File: config.mk
export PLATFORM = sky130hd
export DESIGN_NAME = mem_port_arbiter_flat
export DESIGN_NICKNAME = d
export VERILOG_FILES = /design/src/rtl/scc_mem_pkg.sv /design/src/rtl/mem_port_arbiter_if.sv /design/src/rtl/arb_prio_streak.sv /design/src/rtl/mem_port_arbiter.sv /design/src/flat_wrapper.sv
export SDC_FILE = /design/constraint.sdc
export NUM_CORES = 1
export LEC_CHECK = 0
export CAP_MARGIN = 10
export CORE_ASPECT_RATIO = 0.5
export CORE_MARGIN = 1.5
export CORE_UTILIZATION = 40
export CTS_CLUSTER_DIAMETER = 60
export DETAILED_ROUTE_END_ITERATION = 8
export HOLD_SLACK_MARGIN = 0.03
export PLACE_DENSITY_LB_ADDON = 0.2
export SLEW_MARGIN = 10
export SYNTH_ARGS = -nofsm -noshare
export SYNTH_HDL_FRONTEND = slang
export SYNTH_SLANG_ARGS = --single-unit
File: constraint.sdc
create_clock -name clk -period 5.6 [get_ports clk]
set_input_delay 0.56 -clock clk [delete_from_list [all_inputs] [get_ports clk]]
set_output_delay 0.56 -clock clk [all_outputs]
set_load 0.02 [all_outputs]
File: src/rtl/scc_mem_pkg.sv
// scc_mem_pkg: shared FSM state encoding, requester IDs and default latency for the memory port arbiter.
package scc_mem_pkg;
    typedef enum logic [1:0] {IDLE, ISSUE, WAIT, RESP} state_t;
    localparam logic REQ_F = 1'b0;
    localparam logic REQ_D = 1'b1;
    localparam int MEM_LAT_DEF = 2;
endpackage

File: src/rtl/mem_port_arbiter_if.sv
// mem_port_arbiter_if: fetch port, data port and memory bus of the unified memory arbiter.
interface mem_port_arbiter_if #(parameter int AW = 32, parameter int DW = 32);
    logic          f_req;
    logic [AW-1:0] f_addr;
    logic          f_gnt;
    logic          f_rvalid;
    logic [DW-1:0] f_rdata;
    logic          d_req;
    logic          d_we;
    logic [AW-1:0] d_addr;
    logic [DW-1:0] d_wdata;
    logic          d_gnt;
    logic          d_rvalid;
    logic [DW-1:0] d_rdata;
    logic          mem_en;
    logic          mem_we;
    logic [AW-1:0] mem_addr;
    logic [DW-1:0] mem_wdata;
    logic [DW-1:0] mem_rdata;
    logic          stall_if;
    modport master (
        output f_req, f_addr, d_req, d_we, d_addr, d_wdata, mem_rdata,
        input  f_gnt, f_rvalid, f_rdata, d_gnt, d_rvalid, d_rdata,
        input  mem_en, mem_we, mem_addr, mem_wdata, stall_if
    );
    modport slave (
        input  f_req, f_addr, d_req, d_we, d_addr, d_wdata, mem_rdata,
        output f_gnt, f_rvalid, f_rdata, d_gnt, d_rvalid, d_rdata,
        output mem_en, mem_we, mem_addr, mem_wdata, stall_if
    );
endinterface

File: src/rtl/arb_prio_streak.sv
// arb_prio_streak: data-priority winner select with a saturating D streak that lets a waiting fetch through.
module arb_prio_streak
    import scc_mem_pkg::*;
#(
    parameter int MAX_D_STREAK = 4
) (
    input  logic clk,
    input  logic reset,
    input  logic f_req,
    input  logic d_req,
    input  logic take,
    output logic winner
);
    logic [3:0] d_streak;
    logic       at_max;

    always_comb begin
        at_max = d_streak == 4'(MAX_D_STREAK);
        winner = (d_req && !(f_req && at_max)) ? REQ_D : REQ_F;
    end

    // Only D wins taken against a pending fetch extend the streak.
    always_ff @(posedge clk or posedge reset)
        if (reset)
            d_streak <= '0;
        else if (take)
            d_streak <= (winner == REQ_D && f_req) ? (at_max ? d_streak : d_streak + 4'd1) : '0;
endmodule

File: src/rtl/mem_port_arbiter.sv
// mem_port_arbiter: shares one memory port between fetch and load/store, one access outstanding.
// Define MEM_ARB_STATS_EN to add saturating grant and conflict counters.
module mem_port_arbiter
    import scc_mem_pkg::*;
#(
    parameter int MEM_LAT      = MEM_LAT_DEF,
    parameter int MAX_D_STREAK = 4,
    parameter int AW           = 32,
    parameter int DW           = 32
) (
    input  logic clk,
    input  logic reset,
    mem_port_arbiter_if.slave bus
`ifdef MEM_ARB_STATS_EN
    ,
    output logic [15:0] stat_f_grants,
    output logic [15:0] stat_d_grants,
    output logic [15:0] stat_conflicts
`endif
);
    localparam logic [AW-1:0] WORD_MASK = ~AW'(3);

    state_t        state, state_nx;
    logic          win, win_nx, take, issue, resp, we_q;
    logic [AW-1:0] addr_q;
    logic [DW-1:0] wdata_q;
    logic [3:0]    lat_cnt;

    assign take = state == IDLE && (bus.f_req || bus.d_req);

    arb_prio_streak #(.MAX_D_STREAK(MAX_D_STREAK)) u_arb (
        .clk    (clk),
        .reset  (reset),
        .f_req  (bus.f_req),
        .d_req  (bus.d_req),
        .take   (take),
        .winner (win_nx)
    );

    always_ff @(posedge clk or posedge reset)
        if (reset)
            state <= IDLE;
        else
            state <= state_nx;

    always_ff @(posedge clk or posedge reset)
        if (reset) begin
            win     <= REQ_F;
            we_q    <= 1'b0;
            addr_q  <= '0;
            wdata_q <= '0;
            lat_cnt <= '0;
        end else begin
            if (take) begin
                win     <= win_nx;
                we_q    <= win_nx == REQ_D && bus.d_we;
                addr_q  <= (win_nx == REQ_D ? bus.d_addr : bus.f_addr) & WORD_MASK;
                wdata_q <= win_nx == REQ_D ? bus.d_wdata : '0;
            end
            if (state == ISSUE)
                lat_cnt <= 4'(MEM_LAT - 1);
            else if (state == WAIT)
                lat_cnt <= lat_cnt - 4'd1;
        end

    // WAIT is left on the cycle lat_cnt steps from 1 to 0, so RESP lands MEM_LAT cycles after ISSUE.
    always_comb begin
        state_nx      = state == IDLE  ? (take ? ISSUE : IDLE) :
                        state == ISSUE ? (MEM_LAT == 1 ? RESP : WAIT) :
                        state == WAIT  ? (lat_cnt == 4'd1 ? RESP : WAIT) : IDLE;
        issue         = state == ISSUE;
        resp          = state == RESP;
        bus.f_gnt     = issue && win == REQ_F;
        bus.d_gnt     = issue && win == REQ_D;
        bus.mem_en    = issue;
        bus.mem_we    = issue && we_q;
        bus.mem_addr  = issue ? addr_q : '0;
        bus.mem_wdata = issue ? wdata_q : '0;
        bus.f_rvalid  = resp && win == REQ_F;
        bus.d_rvalid  = resp && win == REQ_D;
        bus.f_rdata   = bus.f_rvalid ? bus.mem_rdata : '0;
        bus.d_rdata   = (bus.d_rvalid && !we_q) ? bus.mem_rdata : '0;
        bus.stall_if  = bus.f_req && !bus.f_gnt;
    end

`ifdef MEM_ARB_STATS_EN
    always_ff @(posedge clk or posedge reset)
        if (reset) begin
            stat_f_grants  <= '0;
            stat_d_grants  <= '0;
            stat_conflicts <= '0;
        end else begin
            if (bus.f_gnt && stat_f_grants != 16'hFFFF)
                stat_f_grants <= stat_f_grants + 16'd1;
            if (bus.d_gnt && stat_d_grants != 16'hFFFF)
                stat_d_grants <= stat_d_grants + 16'd1;
            if (state == IDLE && bus.f_req && bus.d_req && stat_conflicts != 16'hFFFF)
                stat_conflicts <= stat_conflicts + 16'd1;
        end
`endif
endmodule
File: src/flat_wrapper.sv
// flat-port wrapper written by rule: the top's interface ports become plain ports
module mem_port_arbiter_flat import scc_mem_pkg::*;
#(
    parameter int MEM_LAT      = MEM_LAT_DEF,
    parameter int MAX_D_STREAK = 4,
    parameter int AW           = 32,
    parameter int DW           = 32
)
  (clk, reset, bus_f_req, bus_f_addr, bus_d_req, bus_d_we, bus_d_addr, bus_d_wdata, bus_mem_rdata, bus_f_gnt, bus_f_rvalid, bus_f_rdata, bus_d_gnt, bus_d_rvalid, bus_d_rdata, bus_mem_en, bus_mem_we, bus_mem_addr, bus_mem_wdata, bus_stall_if);
  mem_port_arbiter_if #(.AW(AW), .DW(DW)) bus_i ();
  input  logic clk;
  input  logic reset;
  input wire logic [$bits(bus_i.f_req)-1:0] bus_f_req;
  input wire logic [$bits(bus_i.f_addr)-1:0] bus_f_addr;
  input wire logic [$bits(bus_i.d_req)-1:0] bus_d_req;
  input wire logic [$bits(bus_i.d_we)-1:0] bus_d_we;
  input wire logic [$bits(bus_i.d_addr)-1:0] bus_d_addr;
  input wire logic [$bits(bus_i.d_wdata)-1:0] bus_d_wdata;
  input wire logic [$bits(bus_i.mem_rdata)-1:0] bus_mem_rdata;
  output wire logic [$bits(bus_i.f_gnt)-1:0] bus_f_gnt;
  output wire logic [$bits(bus_i.f_rvalid)-1:0] bus_f_rvalid;
  output wire logic [$bits(bus_i.f_rdata)-1:0] bus_f_rdata;
  output wire logic [$bits(bus_i.d_gnt)-1:0] bus_d_gnt;
  output wire logic [$bits(bus_i.d_rvalid)-1:0] bus_d_rvalid;
  output wire logic [$bits(bus_i.d_rdata)-1:0] bus_d_rdata;
  output wire logic [$bits(bus_i.mem_en)-1:0] bus_mem_en;
  output wire logic [$bits(bus_i.mem_we)-1:0] bus_mem_we;
  output wire logic [$bits(bus_i.mem_addr)-1:0] bus_mem_addr;
  output wire logic [$bits(bus_i.mem_wdata)-1:0] bus_mem_wdata;
  output wire logic [$bits(bus_i.stall_if)-1:0] bus_stall_if;
  assign bus_i.f_req = bus_f_req;
  assign bus_i.f_addr = bus_f_addr;
  assign bus_i.d_req = bus_d_req;
  assign bus_i.d_we = bus_d_we;
  assign bus_i.d_addr = bus_d_addr;
  assign bus_i.d_wdata = bus_d_wdata;
  assign bus_i.mem_rdata = bus_mem_rdata;
  assign bus_f_gnt = bus_i.f_gnt;
  assign bus_f_rvalid = bus_i.f_rvalid;
  assign bus_f_rdata = bus_i.f_rdata;
  assign bus_d_gnt = bus_i.d_gnt;
  assign bus_d_rvalid = bus_i.d_rvalid;
  assign bus_d_rdata = bus_i.d_rdata;
  assign bus_mem_en = bus_i.mem_en;
  assign bus_mem_we = bus_i.mem_we;
  assign bus_mem_addr = bus_i.mem_addr;
  assign bus_mem_wdata = bus_i.mem_wdata;
  assign bus_stall_if = bus_i.stall_if;
  mem_port_arbiter #(.MEM_LAT(MEM_LAT), .MAX_D_STREAK(MAX_D_STREAK), .AW(AW), .DW(DW)) u_core (.clk(clk), .reset(reset), .bus(bus_i));
endmodule
* Word-level counts from Yosys, hierarchy flattened *
Index checks and enable logic that the tools add are counted.

cells by class
  multiplexer cells = 16
  $mul = 0
  add/subtract/negate cells = 2
  $lt $le $gt $ge = 0
  bitwise gates (word level) = 1
  eq/ne operators = 6
  div/mod/pow operators = 0
  shift-type cells = 0
  reduce and logical (&&, ||, !) cells = 19

operators by type and width
  cell                   number
  $mux W32               6
  $mux W4                4
  $logic_and A1 B1 Y1    12
  $mux W2                3
  $add A4 B1 Y4 const B  1
  $eq A2 B2 Y1 const B   2
  $eq A4 B1 Y1 const B   1
  $eq A4 B3 Y1 const B   1
  $sub A4 B1 Y4 const B  1
  $logic_not A1 Y1       3
  $mux W1                3
  $eq A2 B1 Y1 const B   1
  $logic_not A2 Y1       1
  $ne A2 B2 Y1 const B   1
  $reduce_and A2 Y1      1
  $reduce_bool A2 Y1     1
  $logic_or A1 B1 Y1     1
  $not A1 Y1             1

storage, ports and cells
  bits of input ports = 133
  flip-flop bits (word level) = 74
  word-level logic and storage cells = 51
  output and inout port bits = 135
  memories kept = 0
  bits in latches = 0
  ROM bits = 0
  RAM bits = 0

* Logic depth before layout (Yosys ltp) *
  word-level depth = 8
  mapped depth = 8
  gate-level depth less buffers = 5

* By module *
Synthesis repeated with hierarchy kept, for this count alone.

unflattened totals
  cell total of the unflattened synthesis = 444
  area total of the unflattened synthesis = 4664.5 um^2

by module, submodules not included
  module            instances  cells each  seq. area each (um^2)  area an instance (um^2)
  mem_port_arbiter  1          420         1751.7                 4428.0
  arb_prio_streak   1          24          100.1                  236.5

* Worst setup path after synthesis *
OpenSTA, ideal clock, no wires.

  path type = register to output
  start = reg u_core.state[1]
  end = out bus_mem_addr[16]
  buffers on the path = 2
  data required time = 5.040 ns
  setup slack = 3.515 ns
  stages on the path, launching flop included = 6
  arrival time = 1.525 ns
  cell sequence = dfrtp_1 -> inv_1 -> ha_1 -> clkbuf_1 -> clkbuf_1 -> and2_1

on the way
  word-level cells in the longest chain between the ends = 2

RTL lines
  element                   line                    text
  start: declaration        mem_port_arbiter.sv:23  state_t state, state_nx;
  start signal: assignment  mem_port_arbiter.sv:44  state <= state_nx;
  $eq A2 B1 Y1              mem_port_arbiter.sv:71  issue = state == ISSUE;
  named net bus_mem_en      flat_wrapper.sv:26      output wire logic [$bits(bus_i.mem_en)-1:0] bus_mem_en;
  $mux W32                  mem_port_arbiter.sv:77  bus.mem_addr = issue ? addr_q : '0;
  end: declaration          flat_wrapper.sv:28      output wire logic [$bits(bus_i.mem_addr)-1:0] bus_mem_addr;

The timed path passes the listed nets, and every way through them passes these cells.

* Worst setup path after layout *
  start = reg u_core.state[1]
  end = out bus_d_gnt

on the way
  word-level cells in the longest chain between the ends = 2

RTL lines
  element              line                    text
  $eq A2 B1 Y1         mem_port_arbiter.sv:71
  $logic_and A1 B1 Y1  mem_port_arbiter.sv:74  bus.d_gnt = issue && win == REQ_D;
  end: declaration     flat_wrapper.sv:23      output wire logic [$bits(bus_i.d_gnt)-1:0] bus_d_gnt;

Every way passes these cells.

==> impl_results.md <==
- Area grow syn2layout: 70.5%
- Max incr delay on CP: 920 ps
- Final ANT Viol Nets: 0
- Layout cells sized above 1: 3.72%
- TritonCTS clock tree: yes
- Status: finished clean
- TNS Setup: 0 ps
- Via Count: between 4000 and 5000
- Number of synthesized flops with an enable pin: 0
- Sequential area share after synthesis: around 44%
- Worst-path fanout max: between 70 and 80
- Final WL: approximately 14 mm
- Reg clk slew, reported paths: around 60 ps
- Crit. End Element: output pin
- Clk network pwr share: 21.0%
- Die W: 148 µm
- Hold_buf cts: 0
- Number of global-route vias before repair: between 3000 and 4000
- Setup crit end: bus_d_gnt
- Net switching power: 1.10 mW
- Largest net degree at the start of global routing: 75
- Worst-Margin Slew: 1200 ps
- Chip Height: between 70 and 80 µm
- Final Slew Violations: 0
- Syn_area_per_cell: approximately 9.2 µm²
- Number of vias per cell: roughly 5.0
- Total gr overflow: 0
- Yosys top cell area share: between 40% and 50%
- CP cell instances: inv_1 -> ha_2 -> and2_1 -> clkdlybuf4s50_1
- Arr. time, crit path: 2640 ps
- Port Buf Inserts: 261
- Post_cts resized: 0
- Largest cells by area after synthesis: dfrtp_1, and2_1, a22o_1
- Most frequent cells in the layout: clkdlybuf4s50_1, and2_1, dfrtp_1
- CP delay by family, top: adder cells
- Critical path buffers and inverters: 2
- Total power: between 2 and 3 mW
- Max-cap viol count: 0
- Critical path depth: 4
- Critical path startpoint category: flip-flop
- Row Count: 26
- GRT Total Usage: 24.1%
- RSZ-0062 raised after global routing: false
- Ys async rst share: 100%
- Root Buffer: clkbuf_16
- Commonest non-fill, non-tap cell in the layout: clkdlybuf4s50_1
- DR pass1 iterations: 4
- Fin. Hold Viols: 0
- CTS sink cnt: 74
- Clock latency on the worst-skew pair: 330 ps
- Fin crit period: 3200 ps
- Logic gate share of total power: 48.5%
- Pwr dens: 411 nW/µm²
- Global-route wire length before repair: 20.9 mm
- CTS buffer count: 9
- I/O Pins: 268
- Post-CTS Setup Inserts: 0
- # DRC: 0
- Initial Util: 41.1%
- Final layout net count: approximately 840
- Dpl hpwl: 9.43 mm
- Syn Inst Count: between 400 and 500
- HP Class: reg -> reg
- Worst endpoint required time: 5040 ps
- Net Sw Frac: between 30 and 40%
- # H-tree levels: 3
- Synth area leader: dfrtp_1
- R2r startpoint: u_core.u_arb.d_streak[0]$_DFFE_PP0P_
- Clock Skews: 7.28 ps
- Iter 0 DRT Violations: 199
- Yosys reg bits: 74
- Max Clock Freq: 0.313 GHz
- Initial antenna violation count: 1
- Core ar.: around 10000 µm²
- Synth cell types: 33
- Pleak: between 2 and 3 nW
- CTS max path bufs: 2
- Internal: 1.84 mW
- Max IR drop VDD: 0.000265 V
- Ys flop type: dfrtp_1
- Flop pwr share: 30.4%
- Worst setup path startpoint: u_core.state[1]$_DFF_PP0_
- R2R cell count: 5
- Full die area: 11200 µm²
- Final setup viols: 0
- Slowest-stage cell, CP: ha_2
- Placer Congestion: 0.780
- Cell area after synthesis: roughly 4200 µm²
- DR WL/cell: 16.3 µm
- Warnings from Yosys: 0
- Worst rel slew slack: 20.3%
- Setup CP Type: reg -> out
- Final Cycle Share: 57.1%
- Reg2reg end: u_core.addr_q[9]$_DFFE_PP0P_
- Slack of the worst reg-to-reg path: roughly 2900 ps
-- sequential cells by signal (all words and copies together) (netlist names) --
name                   count
u_core.we_q                1
u_core.state               2
u_core.lat_cnt             4
u_core.u_arb.d_streak      4
u_core.addr_q             30
u_core.win                 1
u_core.wdata_q            32
-- worst reg2reg max path, delay by kind of cell (launching register included) --
family	cells	cell delay [ps]
buf+inv	1	100
simple gates	2	1580
flops	1	400
fa+ha+maj	1	190
compound gates	1	380
-- per-layer routing --
| layer | vias to the layer above | wire, µm | global-route usage [%] |
|---|---|---|---|
| met1 | 1981 | 5570 | 28.6 |
| met3 | 12 | 697 | 5.51 |
| met4 | 0 | 189 | 7.15 |
| li1 | 2040 | - | - |
| met5 | - | 0 | 0 |
| met2 | 134 | 7220 | 45.2 |
-- how the worst min path moves through the flow --
stage	startpoint	to	slack, ps	cells after the start
after detailed placement	u_core.addr_q[7]$_DFFE_PP0P_	u_core.addr_q[7]$_DFFE_PP0P_	480	2
after global routing	u_core.addr_q[31]$_DFFE_PP0P_	u_core.addr_q[31]$_DFFE_PP0P_	500	2
after global placement	u_core.addr_q[14]$_DFFE_PP0P_	u_core.addr_q[14]$_DFFE_PP0P_	470	2
after floorplan	u_core.addr_q[10]$_DFFE_PP0P_	u_core.addr_q[10]$_DFFE_PP0P_	460	2
after CTS	u_core.addr_q[14]$_DFFE_PP0P_	u_core.addr_q[14]$_DFFE_PP0P_	490	2
final	u_core.addr_q[29]$_DFFE_PP0P_	u_core.addr_q[29]$_DFFE_PP0P_	490	2
-- cells by family (layout without fill, tap and decap cells) --
logic type / count (synthesis) / count (layout) / share of synthesized area (%)
buffers and inverters: 52 / 292 / 5.90
AOI/OAI and AO/OA: 78 / 78 / 14.7
DFF: 74 / 74 / 44.1
other: 1 / 3 / 0.0893
adders and majority gates: 8 / 8 / 2.38
and+or+nand+nor: 245 / 245 / 32.8
-- cell type report --
class	instances	area, µm²
fill	844	3060
timing repair buffer	268	2670
multi-input combinational	333	2110
sequential	74	1850
clock buffer	10	229
tap	140	175
clock inverter	6	90.1
inverter	8	31.3
antenna	1	2.50
-- Yosys cell counts (2+ instances only) --
library cell  count
nand4_1          32
nor2_1            3
dfrtp_1          74
buf_6             3
o21ai_0           4
clkbuf_1         26
a21o_1            2
a22o_1           34
buf_4             5
nand2_1          66
ha_1              8
buf_2             9
and2_1          130
nor2b_1           6
o211ai_1         31
inv_1             8
-- power groups by stage --
stage          logic [mW]  registers (mW)  clock network, mW
4_1_cts              1.44           0.895              0.633
3_3_place_gp         1.41           0.893                  0
6_report             1.43           0.896              0.619
3_5_place_dp         1.44           0.900                  0
2_1_floorplan       0.912           0.867                  0
5_1_grt              1.56           0.928              0.653
-- stage by stage --
step / utilization [%] / instance area (µm²) / worst slack, ps / std cells / hold WS (ps)
after floorplan: - / 4200 / 3160 / 459 / 458
after global placement: 66.9 / 6840 / 2100 / 823 / 470
after detailed placement: 66.9 / 6840 / 2100 / 823 / 477
after CTS: 70.0 / 7150 / 2370 / 839 / 489
after global routing: 70.1 / 7160 / 2180 / 840 / 505
final: 70.1 / 7160 / 2400 / 840 / 485
No activity file was read; power rests on OpenSTA's default activity.
